==> config.mk <==
export PLATFORM = sky130hd
export DESIGN_NAME = rf_sweep_sched
export DESIGN_NICKNAME = d
export VERILOG_FILES = /design/src/rtl/rf_sweep_sched.sv
export SDC_FILE = /design/constraint.sdc
export NUM_CORES = 1
export LEC_CHECK = 0
export ABC_AREA = 1
export CAP_MARGIN = 10
export CORE_UTILIZATION = 54
export CTS_CLUSTER_SIZE = 30
export DETAILED_ROUTE_END_ITERATION = 12
export GPL_TIMING_DRIVEN = 0
export PLACE_DENSITY = 0.86
export SYNTH_ARGS = -nofsm -noshare
export SYNTH_HDL_FRONTEND = slang
export SYNTH_SLANG_ARGS = --single-unit
==> constraint.sdc <==
create_clock -name i_clk -period 2.55 [get_ports i_clk]
set_input_delay 0.51 -clock i_clk [delete_from_list [all_inputs] [get_ports i_clk]]
set_output_delay 0.51 -clock i_clk [all_outputs]
set_load 0.05 [all_outputs]
==> src/rtl/rf_sweep_sched.sv <==
// rf_sweep_sched
// Walks every (h, w, s) tuple of one feature map for the sparse-kernel
// register-file builder. For each tuple it pulses the builder start and waits
// for finish. It then offers the finished register file downstream with a
// valid/ready handshake before moving on to the next tuple.
//
// Ports
//   i_clk, i_rst_n        clock (rising edge), asynchronous active-low reset
//   i_go                  sweep request, accepted only in IDLE
//   i_map_h/i_map_w/i_num_s  map height, map width, taps per position (latched on go)
//   o_start               one-cycle builder start
//   o_h/o_w/o_s           coordinates of the current tuple
//   i_finish              builder finish (level or pulse), looked at in WAIT only
//   o_rf_valid/i_rf_ready downstream handshake for the finished register file
//   o_busy                high in every state except IDLE
//   o_done                one-cycle end-of-sweep pulse
//   o_issued              tuples started in this sweep, saturating
//   o_err                 sticky watchdog error
//
// Optional feature: define RF_SWEEP_WATCHDOG_EN to bound WAIT to WD_CYC
// cycles. Without it, WAIT is unbounded and o_err is tied low.

module rf_sweep_sched #(
    parameter int H_W    = 7,
    parameter int W_W    = 7,
    parameter int S_W    = 3,
    parameter int CNT_W  = 17,
    parameter int WD_CYC = 1024
) (
    input  logic             i_clk,
    input  logic             i_rst_n,
    input  logic             i_go,
    input  logic [H_W-1:0]   i_map_h,
    input  logic [W_W-1:0]   i_map_w,
    input  logic [S_W-1:0]   i_num_s,
    output logic             o_start,
    output logic [H_W-1:0]   o_h,
    output logic [W_W-1:0]   o_w,
    output logic [S_W-1:0]   o_s,
    input  logic             i_finish,
    output logic             o_rf_valid,
    input  logic             i_rf_ready,
    output logic             o_busy,
    output logic             o_done,
    output logic [CNT_W-1:0] o_issued,
    output logic             o_err
);

    typedef enum logic [2:0] {
        ST_IDLE,
        ST_ISSUE,
        ST_WAIT,
        ST_HAND,
        ST_DONE
    } state_t;

    localparam logic [H_W-1:0] H_ONE = {{(H_W-1){1'b0}}, 1'b1};
    localparam logic [W_W-1:0] W_ONE = {{(W_W-1){1'b0}}, 1'b1};
    localparam logic [S_W-1:0] S_ONE = {{(S_W-1){1'b0}}, 1'b1};
    localparam logic [CNT_W-1:0] CNT_ONE = {{(CNT_W-1){1'b0}}, 1'b1};

    state_t state_q, state_d;

    logic [H_W-1:0]   h_q, map_h_q;
    logic [W_W-1:0]   w_q, map_w_q;
    logic [S_W-1:0]   s_q, num_s_q;
    logic [CNT_W-1:0] issued_q;

    logic sizes_ok;
    logic h_at_last, w_at_last, s_at_last, is_last;
    logic wd_expired;

    assign sizes_ok = (i_map_h != '0) && (i_map_w != '0) && (i_num_s != '0);

    // Compare against size-1 at coordinate width; zero sizes never reach here.
    assign h_at_last = (h_q == (map_h_q - H_ONE));
    assign w_at_last = (w_q == (map_w_q - W_ONE));
    assign s_at_last = (s_q == (num_s_q - S_ONE));
    assign is_last   = h_at_last && w_at_last && s_at_last;

`ifdef RF_SWEEP_WATCHDOG_EN
    localparam int WD_W = $clog2(WD_CYC + 1);
    localparam logic [WD_W-1:0] WD_LAST = WD_W'(WD_CYC - 1);
    localparam logic [WD_W-1:0] WD_ONE  = {{(WD_W-1){1'b0}}, 1'b1};

    logic [WD_W-1:0] wd_cnt_q;
    logic            err_q;

    // Fires on the WD_CYC-th WAIT cycle that still has no finish.
    assign wd_expired = (state_q == ST_WAIT) && !i_finish && (wd_cnt_q == WD_LAST);

    // Watchdog counter is cleared in ISSUE, i.e. on every entry to WAIT.
    always_ff @(posedge i_clk or negedge i_rst_n) begin
        if (!i_rst_n) begin
            wd_cnt_q <= '0;
            err_q    <= 1'b0;
        end else begin
            case (state_q)
                ST_IDLE:  if (i_go) err_q <= 1'b0;
                ST_ISSUE: wd_cnt_q <= '0;
                ST_WAIT: begin
                    if (wd_expired) err_q <= 1'b1;
                    else if (!i_finish) wd_cnt_q <= wd_cnt_q + WD_ONE;
                end
                default: ;
            endcase
        end
    end

    assign o_err = err_q;
`else
    assign wd_expired = 1'b0;
    assign o_err      = 1'b0;
`endif

    always_ff @(posedge i_clk or negedge i_rst_n) begin
        if (!i_rst_n) state_q <= ST_IDLE;
        else          state_q <= state_d;
    end

    always_comb begin
        state_d = state_q;
        case (state_q)
            ST_IDLE: begin
                if (i_go) state_d = sizes_ok ? ST_ISSUE : ST_DONE;
            end
            ST_ISSUE: state_d = ST_WAIT;
            ST_WAIT: begin
                if (i_finish)        state_d = ST_HAND;
                else if (wd_expired) state_d = ST_DONE;
            end
            ST_HAND: begin
                if (i_rf_ready) state_d = is_last ? ST_DONE : ST_ISSUE;
            end
            ST_DONE: state_d = ST_IDLE;
            default: state_d = ST_IDLE;
        endcase
    end

    // Sizes latch on an accepted go. Coordinates only move on the HAND
    // handshake, so they hold steady from ISSUE through HAND.
    always_ff @(posedge i_clk or negedge i_rst_n) begin
        if (!i_rst_n) begin
            map_h_q  <= '0;
            map_w_q  <= '0;
            num_s_q  <= '0;
            h_q      <= '0;
            w_q      <= '0;
            s_q      <= '0;
            issued_q <= '0;
        end else begin
            case (state_q)
                ST_IDLE: begin
                    if (i_go) begin
                        map_h_q  <= i_map_h;
                        map_w_q  <= i_map_w;
                        num_s_q  <= i_num_s;
                        h_q      <= '0;
                        w_q      <= '0;
                        s_q      <= '0;
                        issued_q <= '0;
                    end
                end
                ST_ISSUE: begin
                    if (issued_q != '1) issued_q <= issued_q + CNT_ONE;
                end
                ST_HAND: begin
                    if (i_rf_ready && !is_last) begin
                        if (s_at_last) begin
                            s_q <= '0;
                            if (w_at_last) begin
                                w_q <= '0;
                                h_q <= h_q + H_ONE;
                            end else begin
                                w_q <= w_q + W_ONE;
                            end
                        end else begin
                            s_q <= s_q + S_ONE;
                        end
                    end
                end
                default: ;
            endcase
        end
    end

    assign o_start    = (state_q == ST_ISSUE);
    assign o_rf_valid = (state_q == ST_HAND);
    assign o_busy     = (state_q != ST_IDLE);
    assign o_done     = (state_q == ST_DONE);
    assign o_h        = h_q;
    assign o_w        = w_q;
    assign o_s        = s_q;
    assign o_issued   = issued_q;

endmodule

==> results of run 1 <==
[flip-flops by register name, summed over array words and instances (netlist names)]
signal,cells
o_issued,17
map_h_q,7
map_w_q,7
o_h,7
o_w,7
num_s_q,3
o_s,3
state_q,3
[placed cells by master (no fill, tap or decap), types with 6 or more instances in the layout]
cell / instances
sky130_fd_sc_hd__a21oi_1: 11
sky130_fd_sc_hd__clkbuf_1: 6
sky130_fd_sc_hd__clkbuf_8: 6
sky130_fd_sc_hd__clkdlybuf4s50_1: 54
sky130_fd_sc_hd__dfrtp_1: 54
sky130_fd_sc_hd__ha_1: 8
sky130_fd_sc_hd__inv_1: 58
sky130_fd_sc_hd__nand2_1: 155
sky130_fd_sc_hd__nand3_1: 29
sky130_fd_sc_hd__nand4_1: 20
sky130_fd_sc_hd__nor2_1: 43
sky130_fd_sc_hd__nor3_1: 11
sky130_fd_sc_hd__o21ai_0: 23
sky130_fd_sc_hd__xor2_1: 13
[logic make-up (layout without fill, tap and decap cells)]
family / after synthesis / in the layout / synth area share
other: 1 / 1 / 0.001061
xor gates and xnor gates: 18 / 18 / 0.04460
DFF: 54 / 54 / 0.3823
buffers and inverters: 72 / 140 / 0.08177
AOI/OAI and AO/OA: 42 / 42 / 0.06761
adders and majority gates: 8 / 8 / 0.02832
and+or+nand+nor: 293 / 293 / 0.3943
[power groups by stage]
stage | clock network, mW | registers [mW] | logic, mW
4_1_cts | 0.517 | 1.32 | 2.39
3_3_place_gp | 0 | 1.32 | 2.30
6_report | 0.508 | 1.32 | 2.39
5_1_grt | 0.550 | 1.36 | 2.65
2_1_floorplan | 0 | 1.53 | 1.55
3_5_place_dp | 0 | 1.34 | 2.38
[routing by layer]
metal	global-route usage	up-vias
met4	0.1050	0
li1	-	1696
met5	0	-
met2	0.4426	105
met1	0.3231	1626
met3	0.04175	17
[stage by stage]
| stage | power, mW | cell area [sq um] | utilization |
|---|---|---|---|
| global route | 4.556 | 4323 | 0.6808 |
| finish | 4.217 | 4323 | 0.6808 |
| global placement | 3.618 | 4222 | 0.6648 |
| CTS | 4.223 | 4324 | 0.6810 |
| detailed placement | 3.719 | 4237 | 0.6672 |
| floorplan | 3.077 | 3535 | - |
[timing repair]
item	CTS	global route
resized for setup	3	3
endpoints found under the setup margin	3	2
cloned	0	0
[area by class of cell]
cell class | count | share of cell area
clock buffers | 7 | 0.01997
multi-input cells | 362 | 0.4382
well taps | 77 | 0.02229
repair buffers | 60 | 0.1389
plain buffers | 9 | 0.01100
clock inverters | 1 | 0.001158
flip-flops and latches | 54 | 0.3126
inverters | 63 | 0.05586
[worst max-delay path by stage]
stage / endpoint / slack, ns / cells after the start
final: o_done / 0.20 / 2
after global routing: o_issued[9] / 0.04 / 14
after CTS: o_rf_valid / 0.08 / 3
after detailed placement: o_rf_valid / 0.12 / 3
after global placement: o_issued[1] / -0.69 / 1
after floorplan: o_issued[11] / 0.20 / 16
==> flow_metrics.tcl, run 1 <==
set metrics [dict create \
    run_status "finished, final reports clean" \
    filler_cells 529 \
    post-place-cells 625 \
    top_level_ports 61 \
    grt_start_max_net_pins 29 \
    tritoncts "yes" \
    critPathMaxStageDelay_ns 0.58 \
    cts_buffers 5 \
    synth_top_cell_by_area "sky130_fd_sc_hd__dfrtp_1" \
    wl_met1_um 3652 \
    routabilityCongestion 0.9038 \
    timing.setup.tns_ns 0 \
    routed.top_layer "met4" \
    finalSetupViolations 0 \
    route.met3.wl_um 399 \
    rsz0062_at_grt "false" \
    timing.critical_path.required_ns 2.04 \
    post_synth_most_frequent_cells "sky130_fd_sc_hd__nand2_1, sky130_fd_sc_hd__inv_1, sky130_fd_sc_hd__dfrtp_1" \
    place_hpwl_um 6456 \
    cts_sinks 54 \
    rrSetupSlack_ns 0.27 \
    grt.overflow.total 0 \
    placement_rows 29 \
    clkLatencyLatePin_ns 0.31 \
    routed_wirelength_um 8524 \
    place_ws_ns 0.1203 \
    register_area_sq_um 1351 \
    seqPwrFrac 0.314 \
    r2r-end "o_issued[9]" \
    numPortBuffers 59 \
    synthesis.nets 518 \
    crit_fanout 5 \
    critical_path_class "reg2out" \
    number_of_antenna_violations_at_the_first_check_in_global_routing 0 \
    yosys_warnings 0 \
    routed_wire_length_per_instance_um 13.47 \
    synth_seq_cells 54 \
    post_synth.cell_area_avg_sq_um 7.243 \
    power.combinational.fraction 0.566 \
    drcViolationCount 0 \
    initial_core_util 0.5567 \
    p_leak_nw 2.172 \
    ir_drop_mv 0.7010 \
    final_min_period_over_clock_period 0.9198 \
    synth_cell_type_count 41 \
    syn_area_sq_um 3535 \
    max_slew.worst_pin.slew_ns 0.6485 \
    multiInputGateArea_sq_um 1894 \
    layout.cells.non_filler 633 \
    endpoint_kind "primary output" \
    grt_pass1_vias 3283 \
    period_minus_slack_ns 2.345 \
    critical_path.startpoint_type "flip-flop" \
    synth_most_common_cell "sky130_fd_sc_hd__nand2_1" \
    async_reset_ff_frac 1.000 \
    cp_top_family "buffers and inverters" \
    max_cap_viols 0 \
    cells_along_the_critical_path "nor3b_1 -> dlygate4sd2_1" \
    crit_start "state_q[2]" \
    antenna_violation_net_count_after_detailed_routing 0 \
    netlist_instances 488 \
    routed_via_density 5.441 \
    area_growth_from_synthesis_to_final_layout_pct 22.30 \
    grt_util_all_layers 0.2577 \
    firstDrtPassIters 4 \
    first_iteration_detailed_routing_drc_count 221 \
    synth_ff_type "sky130_fd_sc_hd__dfrtp_1" \
    cts-htree-levels 2 \
    final-max-slew-violation-count 0 \
    timing.critical_path.arrival_ns 1.84 \
    internal_power_mw 2.069 \
    netlist_top_cells_area "sky130_fd_sc_hd__dfrtp_1, sky130_fd_sc_hd__nand2_1, sky130_fd_sc_hd__inv_1" \
    net_sw_frac 0.5094 \
    clkPwrFrac 0.120 \
    number_of_hold_slack_violations_in_the_final_timing_report 0 \
    grt_pass1_wl_um 14590 \
    placeableCoreArea_sq_um 6350 \
    min_path_type "in2async" \
    cts_setup_buffers 0 \
    die_height_um 82.91 \
    fraction_of_synthesized_cell_area_taken_by_the_top_area_cell_type 0.3823 \
    synth.yosys.seq_area_share 0.3823 \
    clock_tree.root_cell "sky130_fd_sc_hd__clkbuf_8" \
    max_freq_mhz 426.4 \
    number_of_cells_traversed_by_the_worst_register_to_register_path 14 \
    worst-path-buf-inv 1 \
    clock_tree.buffer_depth 2 \
    setup_ws_ns 0.2045 \
    wl_met2_um 4281 \
    cpMaxStageDelayCell "sky130_fd_sc_hd__dlygate4sd2_1" \
    power_per_standard_cell_area_nw_per_um2 975.5 \
    die_width_um 82.91 \
    finalHoldWorstSlack_ns 0.2071 \
    finClkSkew_ns 0.007526 \
    worst_setup_hold_path_clk_slew_ns 0.10 \
    design.final.nets 585 \
    worstReg2RegStart "o_issued[7]" \
    fp.dieArea_sq_um 6873 \
    drive_above_1_share 0.08273 \
    edff_count_synth 0 \
    power_switching_mw 2.148 \
    insertedDiodeCount 0 \
    ctsHoldBuffers 0 \
    vias 3444 \
    relSlewSlack 0.5677 \
]
(Power assumes the default switching activity.)
==> run 2: changes to the inputs <==
--- a/config.mk
+++ b/config.mk
@@ -7,11 +7,12 @@
 export LEC_CHECK = 0
 export ABC_AREA = 1
 export CAP_MARGIN = 10
-export CORE_UTILIZATION = 54
+export CORE_ASPECT_RATIO = 0.7
+export CORE_UTILIZATION = 48
 export CTS_CLUSTER_SIZE = 30
 export DETAILED_ROUTE_END_ITERATION = 12
 export GPL_TIMING_DRIVEN = 0
-export PLACE_DENSITY = 0.86
+export PLACE_DENSITY = 0.85
 export SYNTH_ARGS = -nofsm -noshare
 export SYNTH_HDL_FRONTEND = slang
 export SYNTH_SLANG_ARGS = --single-unit
==> constraint.sdc (replaced) <==
create_clock -name i_clk -period 1.95 [get_ports i_clk]
set_input_delay 0.39 -clock i_clk [delete_from_list [all_inputs] [get_ports i_clk]]
set_output_delay 0.39 -clock i_clk [all_outputs]
set_load 0.05 [all_outputs]
==> flow_metrics.tcl, run 2 (synthesis results as in run 1) <==
set metrics [dict create \
    place_hpwl_um 7129 \
    setup_ws_ns -0.1277 \
    number_of_hold_slack_violations_in_the_final_timing_report 14 \
    finClkSkew_ns 0.01497 \
    area_growth_from_synthesis_to_final_layout_pct 39.79 \
    cts_sinks 54 \
    endpoint_kind "flip-flop" \
    routed_via_density 5.616 \
    grt-busiest-layer "met2" \
    grt_pass1_wl_um 17420 \
    p_leak_nw 2.642 \
    vias 3864 \
    numPortBuffers 59 \
    grt_util_met3 0.05324 \
    die_height_um 73.80 \
    most-common-layout-cells "sky130_fd_sc_hd__nand2_1, sky130_fd_sc_hd__inv_1, sky130_fd_sc_hd__dfrtp_1" \
    r2r-end "o_issued[12]" \
    critical_path_class "reg2reg" \
    drcViolationCount 0 \
    filler_cells 525 \
    top_level_ports 61 \
    run_status "finished with violations" \
    timing.critical_path.required_ns 2.18 \
    place_ws_ns -0.3666 \
    relSlewSlack 0.6340 \
    critical_path.startpoint_type "flip-flop" \
    placement_rows 25 \
    use_met2 0.4812 \
    design.final.nets 623 \
    routed_wire_length_per_instance_um 16.32 \
    min_path_type "in2async" \
    grt_pass1_vias 3662 \
    final_min_period_over_clock_period 1.066 \
    insertedDiodeCount 0 \
    antenna_violation_net_count_after_detailed_routing 0 \
    fp.dieArea_sq_um 7716 \
    rrSetupSlack_ns -0.13 \
    number_of_antenna_violations_at_the_first_check_in_global_routing 0 \
    finalHoldWorstSlack_ns -0.008915 \
    period_minus_slack_ns 2.078 \
    ir_drop_mv 0.8939 \
    first_iteration_detailed_routing_drc_count 354 \
    final-max-slew-violation-count 0 \
    cts-htree-levels 2 \
    worst_setup_hold_path_clk_slew_ns 0.12 \
    die_width_um 104.6 \
    worstReg2RegStart "o_issued[1]" \
    max_slew.worst_pin.slew_ns 0.5490 \
    drive_above_1_share 0.2475 \
    cts_buffers 5 \
    clock_tree.buffer_depth 2 \
    number_of_flip_flops_under_the_largest_register_name 17 \
    crit_fanout 5 \
    violations "negative hold slack, negative setup slack" \
    timing.critical_path.arrival_ns 2.30 \
    placeableCoreArea_sq_um 6944 \
    clock_tree.root_cell "sky130_fd_sc_hd__clkbuf_8" \
    tritoncts "yes" \
    grtUsageMet1 0.3771 \
    routed_wirelength_um 11230 \
    initial_core_util 0.5090 \
    rsz0062_at_grt "true" \
    max_freq_mhz 481.3 \
    total_power_mw 6.668 \
    clkLatencyLatePin_ns 0.33 \
    power_per_standard_cell_area_nw_per_um2 1350 \
    firstDrtPassIters 5 \
    grt.overflow.total 0 \
    dpl-instance-area_sq_um 4309 \
    layout.core_utilization 0.7115 \
    number_of_cells_traversed_by_the_worst_register_to_register_path 15 \
    grt_util_all_layers 0.2883 \
    grt_start_max_net_pins 39 \
    max_cap_viols 0 \
    fin_area_sq_um 4941 \
    layout.cells.most_common "sky130_fd_sc_hd__nand2_1" \
    finalSetupViolations 23 \
    routabilityCongestion 0.8435 \
]
[run 2: layer usage]
layer	up-vias	routed length, um	part of all wire
li1	1775	-	-
met4	0	282	0.025
met5	-	0	0
met2	232	5198	0.46
met1	1817	4708	0.42
met3	40	1040	0.093
[run 2: worst max-delay path: stages, from the launching register on]
cell and delay, ns:
sky130_fd_sc_hd__dfrtp_2 0.45, sky130_fd_sc_hd__ha_4 0.17, sky130_fd_sc_hd__nand2_2 0.06, sky130_fd_sc_hd__inv_2 0.05, sky130_fd_sc_hd__nand4_1 0.14, sky130_fd_sc_hd__nor3_2 0.05
sky130_fd_sc_hd__ha_2 0.17, sky130_fd_sc_hd__inv_2 0.07, sky130_fd_sc_hd__nand2_4 0.07, sky130_fd_sc_hd__nand2_8 0.11, sky130_fd_sc_hd__nand2_4 0.06, sky130_fd_sc_hd__nor2_4 0.13
sky130_fd_sc_hd__nand2_4 0.11, sky130_fd_sc_hd__nor2_4 0.13, sky130_fd_sc_hd__nand3_2 0.08, sky130_fd_sc_hd__o211a_1 0.13
[run 2: worst max-delay path by stage]
stage | startpoint | endpoint | cells past startpoint
global placement | i_rst_n | o_issued[9] | 1
detailed placement | state_q[0] | o_rf_valid | 3
finish | o_issued[1] | o_issued[12] | 15
global route | map_w_q[1] | o_h[2] | 15
CTS | o_issued[1] | o_issued[12] | 15
floorplan | o_issued[0] | o_issued[10] | 15
[run 2: timing repair]
action / 4_1_cts / 5_1_grt
resized for setup: 94 / 36
hold buffers: 0 / 0
gates cloned: 2 / 0
pin swaps: 20 / 30
endpoints found under the setup margin: 72 / 56
setup buffers: 22 / 14
[run 2: final cells by class]
type,instances,area (sq um),share of cell area
timing repair buffer,98,910.9,0.1844
sequential,54,1365,0.2763
tap,94,117.6,0.02380
buffer,9,57.56,0.01165
clock inverter,3,45.04,0.009116
clock buffer,5,68.82,0.01393
multi-input combinational,362,2126,0.4302
inverter,63,250.2,0.05065
[run 2: report_power, final]
| part | leakage [nW] | internal (mW) | switching, mW |
|---|---|---|---|
| Clock | 0.0504 | 0.383 | 0.417 |
| Combinational | 1.89 | 1.50 | 2.60 |
| Sequential | 0.701 | 1.41 | 0.358 |
| Total | 2.64 | 3.29 | 3.38 |
[run 2: per-stage QoR]
stage,instances,TNS (ns)
after global routing,688,-4.597
after floorplan,488,-1.450
after CTS,674,-0.4030
after detailed placement,642,-9.046
after global placement,641,-71.96
final,688,-1.376
==> run 3: changes to the inputs <==
--- a/config.mk
+++ b/config.mk
@@ -12,7 +12,7 @@
 export CTS_CLUSTER_SIZE = 30
 export DETAILED_ROUTE_END_ITERATION = 12
 export GPL_TIMING_DRIVEN = 0
-export PLACE_DENSITY = 0.85
+export PLACE_DENSITY = 0.76
 export SYNTH_ARGS = -nofsm -noshare
 export SYNTH_HDL_FRONTEND = slang
 export SYNTH_SLANG_ARGS = --single-unit
==> flow_metrics.tcl, run 3 (synthesis results as in run 1) <==
set metrics [dict create \
    run_status "finished with violations" \
    violations "negative setup slack" \
    critical_path_class "reg2reg" \
    period_minus_slack_ns 2.063 \
    grt.overflow.total 0 \
    multiInputGateArea_sq_um 2113 \
    worst_setup_hold_path_clk_slew_ns 0.10 \
    drcViolationCount 0 \
    clkPwrFrac 0.110 \
    finalSetupViolations 23 \
    number_of_hold_slack_violations_in_the_final_timing_report 0 \
    p_leak_nw 2.619 \
    relSlewSlack 0.6566 \
    design.final.nets 622 \
    placeableCoreArea_sq_um 6944 \
    vias 3644 \
    rrSetupSlack_ns -0.11 \
    cts_buffers 5 \
    register_area_sq_um 1365 \
    timing.critical_path.arrival_ns 2.28 \
    seqPwrFrac 0.281 \
    dpl-instance-area_sq_um 4309 \
    layout.cells.non_filler 687 \
    drive_above_1_share 0.2277 \
    final_min_period_over_clock_period 1.058 \
    max_cap_viols 0 \
    fin_area_sq_um 4880 \
    clock_tree.buffer_depth 2 \
    number_of_cells_traversed_by_the_worst_register_to_register_path 16 \
    antenna_violation_net_count_after_detailed_routing 0 \
    finalHoldWorstSlack_ns 0.5314 \
    die_width_um 104.6 \
    post-place-cells 642 \
    top_level_ports 61 \
    endpoint_kind "flip-flop" \
    internal_power_mw 3.060 \
    routed_wirelength_um 9879 \
    rsz0062_at_grt "true" \
    routed_wire_length_per_instance_um 14.38 \
    area_growth_from_synthesis_to_final_layout_pct 38.05 \
    first_iteration_detailed_routing_drc_count 231 \
    grt_pass1_vias 3396 \
    timing.critical_path.required_ns 2.16 \
    place_ws_ns -0.3428 \
    grt_util_all_layers 0.2639 \
    filler_cells 562 \
    net_sw_frac 0.5057 \
    crit_fanout 4 \
    layout.cells.most_common "sky130_fd_sc_hd__nand2_1" \
    power_switching_mw 3.130 \
    clkLatencyLatePin_ns 0.31 \
    finClkSkew_ns 0.006278 \
    number_of_flip_flops_under_the_largest_register_name 17 \
    numPortBuffers 59 \
    max_slew.worst_pin.slew_ns 0.5142 \
    tritoncts "yes" \
    routed_via_density 5.304 \
    ir_drop_mv 0.8107 \
    insertedDiodeCount 0 \
    firstDrtPassIters 5 \
    critical_path.startpoint_type "flip-flop" \
    power_per_standard_cell_area_nw_per_um2 1269 \
    min_path_type "in2async" \
    routabilityCongestion 0.8869 \
    initial_core_util 0.5090 \
    number_of_antenna_violations_at_the_first_check_in_global_routing 0 \
    die_height_um 73.80 \
    crit_start "o_issued[1]" \
    power.combinational.fraction 0.609 \
    layout.core_utilization 0.7027 \
    cts-htree-levels 2 \
    setup_ws_ns -0.1127 \
    clock_tree.root_cell "sky130_fd_sc_hd__clkbuf_8" \
    max_freq_mhz 484.8 \
    grt_start_max_net_pins 40 \
    worstReg2RegStart "o_issued[1]" \
    grt_pass1_wl_um 15960 \
    fp.dieArea_sq_um 7716 \
    place_hpwl_um 6817 \
    r2r-end "o_issued[11]" \
    final-max-slew-violation-count 0 \
    cts_sinks 54 \
    most-common-layout-cells "sky130_fd_sc_hd__nand2_1, sky130_fd_sc_hd__inv_1, sky130_fd_sc_hd__dfrtp_1" \
    placement_rows 25 \
]
run 3: timing repair:
action                     in CTS  in global routing
setup endpoints to repair      68                 56
gates resized for setup        80                 32
hold buffers                    1                  0
buffers inserted               20                 15
hold endpoints to repair        1                  0
cloned                          1                  0
pin swaps                      17                 29
run 3: through the flow:
stage	power, mW	setup TNS [ns]
after floorplan	4.064	-1.450
after global placement	4.796	-77.51
after detailed placement	4.917	-9.773
after CTS	5.902	-0.3985
after global routing	6.685	-4.709
final	6.191	-1.123
run 3: worst max-delay path: stages (launching register included):
cell and delay (ns):
sky130_fd_sc_hd__dfrtp_2 0.44, sky130_fd_sc_hd__ha_4 0.17, sky130_fd_sc_hd__nand2_2 0.07, sky130_fd_sc_hd__inv_2 0.04, sky130_fd_sc_hd__nand4_1 0.14, sky130_fd_sc_hd__nor3_4 0.06
sky130_fd_sc_hd__ha_2 0.18, sky130_fd_sc_hd__inv_2 0.07, sky130_fd_sc_hd__nand2_4 0.07, sky130_fd_sc_hd__nand2_8 0.12, sky130_fd_sc_hd__inv_8 0.05, sky130_fd_sc_hd__nor2_8 0.10
sky130_fd_sc_hd__nand3_4 0.11, sky130_fd_sc_hd__nor2_4 0.16, sky130_fd_sc_hd__nand3_1 0.08, sky130_fd_sc_hd__nand2_1 0.07, sky130_fd_sc_hd__nor2_1 0.04
run 3: worst max path at each step:
stage                    to  slack [ns]  cells past startpoint
2_1_floorplan  o_issued[10]       -0.18                     15
3_3_place_gp    o_issued[0]       -1.46                      1
3_5_place_dp     o_rf_valid       -0.34                      3
4_1_cts         o_issued[8]       -0.07                     15
5_1_grt        o_issued[11]       -0.22                     16
6_report       o_issued[11]       -0.11                     16
run 3: final cells by class:
type                       count  area share
clock buffer                   6     0.01692
clock inverter                 2    0.002564
timing repair buffer          97      0.1810
buffer                         9     0.01179
inverter                      63     0.05077
sequential                    54      0.2797
multi-input combinational    362      0.4331
tap                           94     0.02410
run 3: per-layer routing:
layer	up-vias	track usage	wire length, um
met1	1731	0.3622	4499
met4	0	0.05556	89
met3	10	0.05590	735
met2	134	0.4334	4553
li1	1769	-	-
met5	-	0	0
run 3: power by group through the flow:
| stage | clock network [mW] | logic [mW] | registers, mW |
|---|---|---|---|
| finish | 0.682 | 3.77 | 1.74 |
| global route | 0.735 | 4.17 | 1.78 |
| CTS | 0.692 | 3.48 | 1.73 |
| detailed placement | 0 | 3.16 | 1.75 |
| global placement | 0 | 3.06 | 1.74 |
| floorplan | 0 | 2.06 | 2.00 |
